--- src/rtl/sw_debounce8_pkg.sv ---
// Shared constants for the slide-switch debouncer.
// Holds the board and simulation debounce lengths and the counter-width helper.
package sw_debounce8_pkg;

    // Number of raw slide switches on the board.
    localparam int unsigned SW_WIDTH = 8;

    // Consecutive stable clocks needed to accept a new level on the board clock.
    localparam int unsigned DEBOUNCE_CYCLES_BOARD = 20000;

    // Short debounce length so simulations finish in a few hundred cycles.
    localparam int unsigned DEBOUNCE_CYCLES_SIM = 4;

    // Width of the per-bit stability counter. The counter only ever holds
    // values 0..cycles-1, so $clog2(cycles) bits are enough. The result is
    // clamped to at least one bit.
    function automatic int unsigned cnt_width(input int unsigned cycles);
        int unsigned w;
        w = $clog2(cycles);
        return (w < 1) ? 1 : w;
    endfunction

endpackage : sw_debounce8_pkg

--- src/rtl/sw_debounce8_debounce_bit.sv ---
// One-bit debouncer: 2-FF synchronizer, stability counter and accepted-level flop.
// flip is combinational. It is high in the cycle whose clock edge will toggle dout.
module debounce_bit
    import sw_debounce8_pkg::*;
#(
    parameter int unsigned DEBOUNCE_CYCLES = DEBOUNCE_CYCLES_BOARD
) (
    input  logic clk,
    input  logic rst,
    input  logic din,
    output logic dout,
    output logic flip
);

    localparam int unsigned    CNT_W    = cnt_width(DEBOUNCE_CYCLES);
    localparam logic [CNT_W-1:0] CNT_LAST = CNT_W'(DEBOUNCE_CYCLES - 1);

    logic             r_s1;
    logic             r_s2;
    logic             r_stable;
    logic [CNT_W-1:0] r_cnt;

    logic             w_differ;
    logic             w_done;

    // The synchronized level disagrees with the accepted level.
    assign w_differ = (r_s2 != r_stable);
    // The disagreement has now lasted DEBOUNCE_CYCLES consecutive compares.
    assign w_done   = w_differ && (r_cnt == CNT_LAST);

    assign flip = w_done;
    assign dout = r_stable;

    // Synchronize the raw level, count how long it disagrees with the accepted
    // level, and accept the new level once the count completes.
    always_ff @(posedge clk) begin
        if (rst) begin
            r_s1     <= 1'b0;
            r_s2     <= 1'b0;
            r_stable <= 1'b0;
            r_cnt    <= '0;
        end else begin
            // NOTE: Use non-blocking assignments here. s1 and s2 must stay
            // two real flops, and the compare must see the old s2 value.
            r_s1 <= din;
            r_s2 <= r_s1;
            if (!w_differ) begin
                // A return to the accepted level cancels any count in progress.
                r_cnt <= '0;
            end else if (w_done) begin
                r_stable <= r_s2;
                r_cnt    <= '0;
            end else begin
                r_cnt <= r_cnt + CNT_W'(1);
            end
        end
    end

endmodule : debounce_bit

--- src/rtl/sw_debounce8.sv ---
// Debounces the 8 raw slide switches for the priority-encoder / 7-seg stage.
// Each bit is debounced on its own. The bits are combined into one change
// strobe and a registered "any switch on" flag.
module sw_debounce8
    import sw_debounce8_pkg::*;
#(
    parameter int unsigned WIDTH           = SW_WIDTH,
    parameter int unsigned DEBOUNCE_CYCLES = DEBOUNCE_CYCLES_BOARD
) (
    input  logic             clk,
    input  logic             rst,
    input  logic [WIDTH-1:0] sw_in,
    output logic [WIDTH-1:0] sw_stable,
    output logic             changed,
    output logic             any_on
);

    logic [WIDTH-1:0] w_stable;
    logic [WIDTH-1:0] w_flip;
    logic [WIDTH-1:0] w_stable_next;

    logic             r_changed;
    logic             r_any_on;

    // One independent debouncer per switch bit.
    for (genvar i = 0; i < WIDTH; i++) begin : g_bit
        debounce_bit #(
            .DEBOUNCE_CYCLES(DEBOUNCE_CYCLES)
        ) u_bit (
            .clk (clk),
            .rst (rst),
            .din (sw_in[i]),
            .dout(w_stable[i]),
            .flip(w_flip[i])
        );
    end

    // Value sw_stable takes at the coming edge. A flip always toggles its bit.
    assign w_stable_next = w_stable ^ w_flip;

    // Register the combined strobe and the any-on flag on the same edge as the
    // per-bit update, so both line up with the sw_stable value they describe.
    always_ff @(posedge clk) begin
        if (rst) begin
            r_changed <= 1'b0;
            r_any_on  <= 1'b0;
        end else begin
            r_changed <= |w_flip;
            r_any_on  <= |w_stable_next;
        end
    end

    assign sw_stable = w_stable;
    assign changed   = r_changed;
    assign any_on    = r_any_on;

endmodule : sw_debounce8

--- config.mk ---
export PLATFORM = sky130hd
export DESIGN_NAME = sw_debounce8
export DESIGN_NICKNAME = d
export VERILOG_FILES = /design/src/rtl/sw_debounce8_pkg.sv /design/src/rtl/sw_debounce8_debounce_bit.sv /design/src/rtl/sw_debounce8.sv
export SDC_FILE = /design/constraint.sdc
export NUM_CORES = 1
export LEC_CHECK = 0
export ABC_CLOCK_PERIOD_IN_PS = 2800
export CAP_MARGIN = 15
export CELL_PAD_IN_SITES_DETAIL_PLACEMENT = 0
export CELL_PAD_IN_SITES_GLOBAL_PLACEMENT = 2
export CORE_MARGIN = 3
export CORE_UTILIZATION = 42
export CTS_CLUSTER_SIZE = 25
export DETAILED_ROUTE_END_ITERATION = 10
export GPL_ROUTABILITY_DRIVEN = 0
export PLACE_DENSITY_LB_ADDON = 0.1
export SETUP_SLACK_MARGIN = 0.15
export SLEW_MARGIN = 20
export SYNTH_ARGS = -nofsm -noshare
export SYNTH_HDL_FRONTEND = slang
export SYNTH_HIERARCHICAL = 1
export SYNTH_SLANG_ARGS = --single-unit
--- constraint.sdc ---
create_clock -name clk -period 2.8 [get_ports clk]
set_input_delay 0.56 -clock clk [delete_from_list [all_inputs] [get_ports clk]]
set_output_delay 0.56 -clock clk [all_outputs]
set_load 0.02 [all_outputs]
# ---- Word-level counts from Yosys, hierarchy flattened
# Index checks and enable logic that the tools add are counted.
dict set report classes {
  n_reduce_logical 26
  n_addsub 8
  bitwise 9
  eq_ne 16
}
# op count
set ops {}
lappend ops {{$add A15 B1 Y15 const B} 8}
lappend ops {{$eq A15 B15 Y1 const B} 8}
lappend ops {{$reduce_or A3 Y1} 8}
lappend ops {{$reduce_and A2 Y1} 8}
lappend ops {{$reduce_or A8 Y1} 2}
lappend ops {{$logic_and A1 B1 Y1} 8}
lappend ops {{$ne A1 B1 Y1} 8}
lappend ops {{$not A1 Y1} 8}
lappend ops {{$xor A8 B8 Y8} 1}
dict set report totals {
  output_inout_bits 10
  reg_bits 146
  word_cells 93
  in_bits 10
}

# ---- Depth between registers and ports, before layout
# Gate-level depths: netlist of run 1.
dict set report logic_depth {
  ltp_word 4
  ltp_mapped 8
  depth_no_buf 7
}

# ---- By module
# The synthesis of run 1 kept the hierarchy.
# module area_each_um2 n_inst seq_area_each_um2 cells_per_inst
set by_module_without_submodules {}
lappend by_module_without_submodules {debounce_bit 867.1 8 360.3 83}
lappend by_module_without_submodules {sw_debounce8 145.1 1 40.0 16}

# ---- Worst setup path before layout of run 1
# No wires, ideal clock.
dict set report synth_path {
  path_kind {reg-to-reg}
  start {reg g_bit[5].u_bit.r_cnt[0]}
  end {reg r_any_on (netlist: any_on)}
  path_buffers 1
  setup_ns 0.127
  period_less_slack_ns 1.655
  stages_incl_launch_ff 9
  t_required_ns 2.673
  path_slack_ns 1.145
  t_arrival_ns 1.528
  cell_sequence {dfxtp_1 -> ha_1 -> and4_1 -> buf_6 -> nand4_1 -> nor2_1 -> xor2_1 -> nor4_1 -> a21oi_1}
}
dict set report synth_between {
  elab_chain_len 4
}
# element line_no
set synth_lines {}
lappend synth_lines {{start: declaration} sw_debounce8_debounce_bit.sv:21} ;# logic [CNT_W-1:0] r_cnt;
lappend synth_lines {{start signal: assignment} sw_debounce8_debounce_bit.sv:54} ;# r_cnt <= r_cnt + CNT_W'(1);
lappend synth_lines {{$eq A15 B15 Y1} sw_debounce8_debounce_bit.sv:29} ;# assign w_done = w_differ && (r_cnt == CNT_LAST);
lappend synth_lines {{$logic_and A1 B1 Y1} sw_debounce8_debounce_bit.sv:29}
lappend synth_lines {{via w_flip[5]} sw_debounce8.sv:19} ;# logic [WIDTH-1:0] w_flip;
lappend synth_lines {{$xor A8 B8 Y8} sw_debounce8.sv:39} ;# assign w_stable_next = w_stable ^ w_flip;
lappend synth_lines {{$reduce_or A8 Y1} sw_debounce8.sv:49} ;# r_any_on <= |w_stable_next;
lappend synth_lines {{end signal: assignment} sw_debounce8.sv:49}
lappend synth_lines {{end: declaration} sw_debounce8.sv:23} ;# logic r_any_on;
# The timed path passes the listed nets, and every way through them passes these cells.
# A chain may end at the register's enable or synchronous reset.

# ---- Final worst setup path of run 1
dict set report layout_path {
  start {reg g_bit[6].u_bit.r_stable}
  end {out sw_stable[6]}
}
# element line_no
set layout_lines {}
lappend layout_lines {{start: declaration} sw_debounce8_debounce_bit.sv:20} ;# logic r_stable;
lappend layout_lines {{start signal: assignment} sw_debounce8_debounce_bit.sv:51} ;# r_stable <= r_s2;
lappend layout_lines {{end: declaration} sw_debounce8.sv:13} ;# output logic [WIDTH-1:0] sw_stable,
# No word-level cell between the ends.

==> results of run 1 <==
cells in the final DEF (no fill, tap or decap):
master,n
nand4_4,8
buf_4,2
clkbuf_8,3
nor2_1,56
and2_1,16
clkinv_4,1
xnor2_1,16
clkinv_2,2
and3_1,24
dfxtp_1,146
clkbuf_1,3
and4_1,32
bufinv_16,5
clkdlybuf4s50_1,19
clkinvlp_4,1
nor2_2,80
nand2_4,8
nor4b_4,16
clkbuf_16,17
nor4_1,4
mux2i_1,8
xor2_1,104
nand2_1,16
nand4_1,56
ha_1,8
nor2b_1,16
a21oi_1,2
nand3_1,32
power by group through the flow:
stage / combinational, mW / clock (mW) / sequential (mW)
4_1_cts: 0.0634 / 2.56 / 2.10
3_5_place_dp: 0.0632 / 0 / 2.14
6_report: 0.0617 / 2.49 / 2.10
5_1_grt: 0.0685 / 2.66 / 2.10
3_3_place_gp: 0.0626 / 0 / 2.14
2_1_floorplan: 0.0466 / 0 / 2.14
synthesized netlist by cell type, types with 8 or more instances:
cell type / number / share of area [%]
xor2_1: 104 / 13
dfxtp_1: 146 / 41
nand3_1: 32 / 2.3
nand2_4: 8 / 1.3
clkbuf_1: 8 / 0.42
and4_1: 32 / 4.0
buf_12: 8 / 2.3
nand2_1: 16 / 0.85
buf_6: 8 / 1.3
mux2i_1: 8 / 1.1
nor4b_4: 16 / 5.4
nand4_4: 8 / 2.4
buf_4: 8 / 0.85
and3_1: 24 / 2.1
nor2b_1: 16 / 1.4
and2_1: 16 / 1.4
nor2_2: 80 / 7.1
nor2_1: 56 / 3.0
ha_1: 8 / 1.4
xnor2_1: 16 / 2.0
nand4_1: 56 / 4.9
state kept, by name, summed over array words and instances, names as in the netlist:
register and count:
any_on 1, changed 1, g_bit.u_bit/dout 8, g_bit.u_bit/r_cnt 120
g_bit.u_bit/r_s1 8, g_bit.u_bit/r_s2 8
final cells by class:
type	count	share of cell area, %
timing repair buffer	21	2.61
tap	216	3.43
clock buffer	23	6.07
multi-input combinational	502	48.5
clock inverter	9	2.24
sequential	146	37.1
worst paths after layout:
| kind | end | from | slack (ns) | cells past startpoint |
|---|---|---|---|---|
| max | sw_stable[6] | g_bit[6].u_bit/dout | 0.70 | 1 |
| max reg2reg | any_on | g_bit[3].u_bit/r_cnt[0] | 0.83 | 7 |
| min reg2reg | g_bit[6].u_bit/r_s2 | g_bit[6].u_bit/r_s1 | 0.44 | 1 |
| min | g_bit[6].u_bit/r_s2 | g_bit[6].u_bit/r_s1 | 0.44 | 1 |
layer usage:
layer / routed length, µm / vias up
met4: 108 / 0
met2: 5600 / 41
met1: 6230 / 2166
met5: 0 / -
li1: - / 2362
met3: 358 / 7
logic make-up (layout without fill, tap and decap cells):
kind of cell | count (synthesis) | count (layout) | synth area share, %
flops | 146 | 146 | 41.3
mux | 8 | 8 | 1.13
xor+xnor | 120 | 120 | 14.8
buf+inv | 32 | 53 | 4.81
fa+ha+maj | 8 | 8 | 1.41
compound gates | 2 | 2 | 0.141
simple gates | 364 | 364 | 36.4
stage by stage:
step / worst slack (ns) / total power, mW / hold slack, ns
after CTS: 0.674 / 4.72 / 0.437
after global placement: 0.747 / 2.21 / 0.419
after floorplan: 1.14 / 2.19 / 0.414
after global routing: 0.594 / 4.82 / 0.449
after detailed placement: 0.785 / 2.21 / 0.424
final: 0.698 / 4.65 / 0.436
==> results.yml, run 1 <==
synthesis:
  synth_cells: 680
  synthArstFlopShare_pct: 0
  yosysSeqAreaShare_pct: 41.3
  ys_warn_count: 6
  synth_fp_nets: 698
  yosys.cell_types.count: 23
  synth_edf_count: 0
  netlist_area_um2: 7080
  synth_ff_type: "dfxtp_1"
  syn_avg_cell_area_um2: 10.4
  ys_seq_elements: 146
cells_and_area:
  final_cells: 917
  fin_nets: 706
  diodes: 0
  final_cell_area_um2: 7870
  seqCellArea_um2: 2920
  multi_input_area_um2: 3820
  drive_above_1_share_pct: 20.4
  final_util_pct: 48.7
  nFillCells: 1512
  area_growth_pct: 11.1
global_routing:
  first_global_vias: 4370
  use_met3_pct: 4.33
  overflow: 0
  top_usage_layer: "met2"
  antenna_found_initial: 0
  grt_pass1_wl_um: 21100
  track_usage_pct: 14.1
  use_met1_pct: 19.3
  grt_util_met2_pct: 21.5
  grt_max_degree: 28
worst_setup_path:
  start_kind: "register"
  arrival_ns: 1.54
  crit_type: "register to primary output"
  crit_chain: "clkdlybuf4s50_1"
  cp_slowest_stage_delay_ns: 0.66
  cp.required_ns: 2.24
  path_buf_inv: 1
  crit_path_top_delay_cell: "clkdlybuf4s50_1"
  critPathTopFamily: "buffers and inverters"
  cp_max_fo: 4
  crit_path_end_kind: "primary output"
timing:
  fin_skew_ns: 0.00816
  hold_viol: 0
  worstMarginPinSlew_ns: 0.348
  grt_setup_unrepaired: "false"
  max_slew_margin_pct: 76.8
  period_share_pct: 75.1
  slew_viol_final: 0
  fin_crit_ns: 2.10
  setup_violations: 0
  fin_tns_setup_ns: 0
  fmax_ghz: 0.476
cts:
  cts_resized: 0
  clock_sink_count: 146
  path_clk_slew_ns: 0.06
  cts_tree: "yes"
  cts_setup_buffers: 0
  htreeDepth: 4
  cts-root-buf: "clkbuf_16"
  clk_path_buf_depth: 2
  holdBufCountCts: 0
  cts_buffers: 17
  clock_latency_ns: 0.41
status:
  status: "finished clean"
placed_design:
  place_inst: 885
  numPortBuffers: 19
  placed_area_um2: 7220
  hpwlAfterDp_um: 8630
route:
  first_pass_iters: 4
  post_drt_wl_per_cell_um: 13.4
  antenna_left: 0
  drt_iter0_drc: 115
  via_per_inst: 4.99
  num_vias: 4576
  drc: 0
  routed_wl_um: 12300
pwr:
  ir_drop_v: 0.000487
  switching_power_mw: 0.881
  p_per_area_nw_per_um2: 591
  pwr-share-clk_pct: 53.6
  p_comb_share_pct: 1.3
  intPower_mw: 3.77
  leakage_nw: 2.84
  swShare_pct: 18.9
  p_seq_share_pct: 45.1
die:
  die-area_um2: 18500
  fp.coreArea_um2: 16200
  io_pins: 20
  dieWidth_um: 136
  rows: 46
  initial_core_util_pct: 43.8
  fp.dieH_um: 136
job:
  drv_cap: 0
hold_path:
  hold_path.class: "register to register"
No activity file was read; power rests on OpenSTA's default activity.
==> run 2, diff against run 1 <==
--- a/config.mk
+++ b/config.mk
@@ -5,12 +5,12 @@
 export SDC_FILE = /design/constraint.sdc
 export NUM_CORES = 1
 export LEC_CHECK = 0
-export ABC_CLOCK_PERIOD_IN_PS = 2800
+export ABC_CLOCK_PERIOD_IN_PS = 1800
 export CAP_MARGIN = 15
 export CELL_PAD_IN_SITES_DETAIL_PLACEMENT = 0
 export CELL_PAD_IN_SITES_GLOBAL_PLACEMENT = 2
 export CORE_MARGIN = 3
-export CORE_UTILIZATION = 42
+export CORE_UTILIZATION = 37
 export CTS_CLUSTER_SIZE = 25
 export DETAILED_ROUTE_END_ITERATION = 10
 export GPL_ROUTABILITY_DRIVEN = 0
==> constraint.sdc (replaced) <==
create_clock -name clk -period 1.8 [get_ports clk]
set_input_delay 0.36 -clock clk [delete_from_list [all_inputs] [get_ports clk]]
set_output_delay 0.36 -clock clk [all_outputs]
set_load 0.02 [all_outputs]
==> results.yml, run 2 (same netlist as run 1, synthesis figures left out) <==
worst_setup_path:
  start_kind: "register"
  arrival_ns: 1.90
  cp.required_ns: 2.09
  crit_path_end_kind: "register"
  crit_type: "register to register"
  cp_max_fo: 2
pwr:
  leakage_nw: 3.31
  p_total_mw: 6.99
  ir_drop_v: 0.000478
  p_per_area_nw_per_um2: 814
placed_design:
  hpwlAfterDp_um: 9610
  numPortBuffers: 19
  dp_slack_ns: 0.0281
  placed_area_um2: 7760
timing:
  fmax_ghz: 0.623
  setup_violations: 0
  fin_tns_setup_ns: 0
  hold_viol: 0
  fin_crit_ns: 1.60
  worst_hold_slack_ns: 0.417
  period_share_pct: 89.1
  grt_setup_unrepaired: "true"
  fin_skew_ns: 0.0108
  worstMarginPinSlew_ns: 0.423
  setup_ws_ns: 0.196
  max_slew_margin_pct: 71.6
  slew_viol_final: 0
job:
  drv_cap: 0
die:
  fp.dieH_um: 144
  fp.coreArea_um2: 18400
  initial_core_util_pct: 38.5
  die-area_um2: 20800
  rows: 49
  dieWidth_um: 144
  io_pins: 20
route:
  num_vias: 4950
  first_pass_iters: 4
  via_per_inst: 4.90
  post_drt_wl_per_cell_um: 13.6
  routed_wl_um: 13700
  drt_iter0_drc: 140
  antenna_left: 0
  drc: 0
global_routing:
  grt_pass1_wl_um: 24000
  track_usage_pct: 14.3
  overflow: 0
  antenna_found_initial: 0
  grt_max_degree: 30
  first_global_vias: 4984
cells_and_area:
  drive_above_1_share_pct: 33.0
  diodes: 0
  mostFrequentLayoutCells: "dfxtp_1 (133), xor2_1 (102), nor2_2 (86), buf_4 (82), nand4_1 (56)"
  final_common_cell: "dfxtp_1"
  final_cell_area_um2: 8590
  area_growth_pct: 21.3
  largest_register_ffs: 120
  top_register: "g_bit.u_bit/r_cnt"
  fin_nets: 787
status:
  status: "finished clean"
cts:
  path_clk_slew_ns: 0.06
  cts_tree: "yes"
  htreeDepth: 4
  clock_latency_ns: 0.42
  cts-root-buf: "clkbuf_16"
  clock_sink_count: 146
  clk_path_buf_depth: 2
  cts_buffers: 17
hold_path:
  hold_path.class: "register to register"
run 2: cell types whose count changed in the layout (fill, tap and decap cells not counted), sizes merged:
cell and delta:
buf +81, bufinv -2, clkbuf -3, clkdlybuf4s15 +1, clkdlybuf4s50 -10, clkinv +3
dlygate4sd2 +9, inv +2
run 2: worst max-delay path: stages, from the launching register on:
cell and delay [ns]:
dfxtp_2 0.35, ha_4 0.13, and4_4 0.23, nand4_1 0.16, nor2_4 0.22, xor2_2 0.09
nor4_2 0.20, a21oi_1 0.09
run 2: final timing paths:
check                                        startpoint                       to  slack [ns]  cells after the start
worst min-delay path            g_bit[0].u_bit/r_cnt[0]  g_bit[0].u_bit/r_cnt[0]        0.42                      1
worst max-delay path            g_bit[6].u_bit/r_cnt[1]                   any_on        0.20                      7
worst max register to register  g_bit[6].u_bit/r_cnt[1]                   any_on        0.20                      7
worst min register to register  g_bit[0].u_bit/r_cnt[0]  g_bit[0].u_bit/r_cnt[0]        0.42                      1
run 2: repair_timing:
action,CTS,global route
gates resized for setup,29,23
endpoints found under the hold margin,0,0
pin swaps,13,22
setup endpoints to repair,11,4
hold buffers,0,0
buffers inserted,4,9
run 2: cell type report:
| cell class | instances | area (µm²) |
|---|---|---|
| tap | 229 | 287 |
| clock inverter | 12 | 156 |
| timing repair buffer | 102 | 815 |
| fill | 1763 | 9810 |
| multi-input combinational | 502 | 3940 |
| sequential | 146 | 2940 |
| clock buffer | 20 | 447 |
run 2: power by group:
group,internal [mW],switching (mW)
Clock,2.23,1.39
Combinational,0.0468,0.0612
Sequential,3.25,0.0120
run 2: routing by layer:
| metal | vias up | global-route usage [%] | routed length [µm] |
|---|---|---|---|
| met1 | 2360 | 18.8 | 6730 |
| met3 | 12 | 3.47 | 277 |
| met4 | 0 | 5.35 | 210 |
| met2 | 41 | 22.6 | 6500 |
| li1 | 2537 | - | - |
| met5 | - | 0 | 0 |
run 2: per-stage QoR:
| stage | cells | util (%) |
|---|---|---|
| finish | 1011 | 46.7 |
| global route | 1011 | 46.7 |
| CTS | 1002 | 45.8 |
| detailed placement | 966 | 42.2 |
| global placement | 966 | 42.2 |
| floorplan | 680 | - |
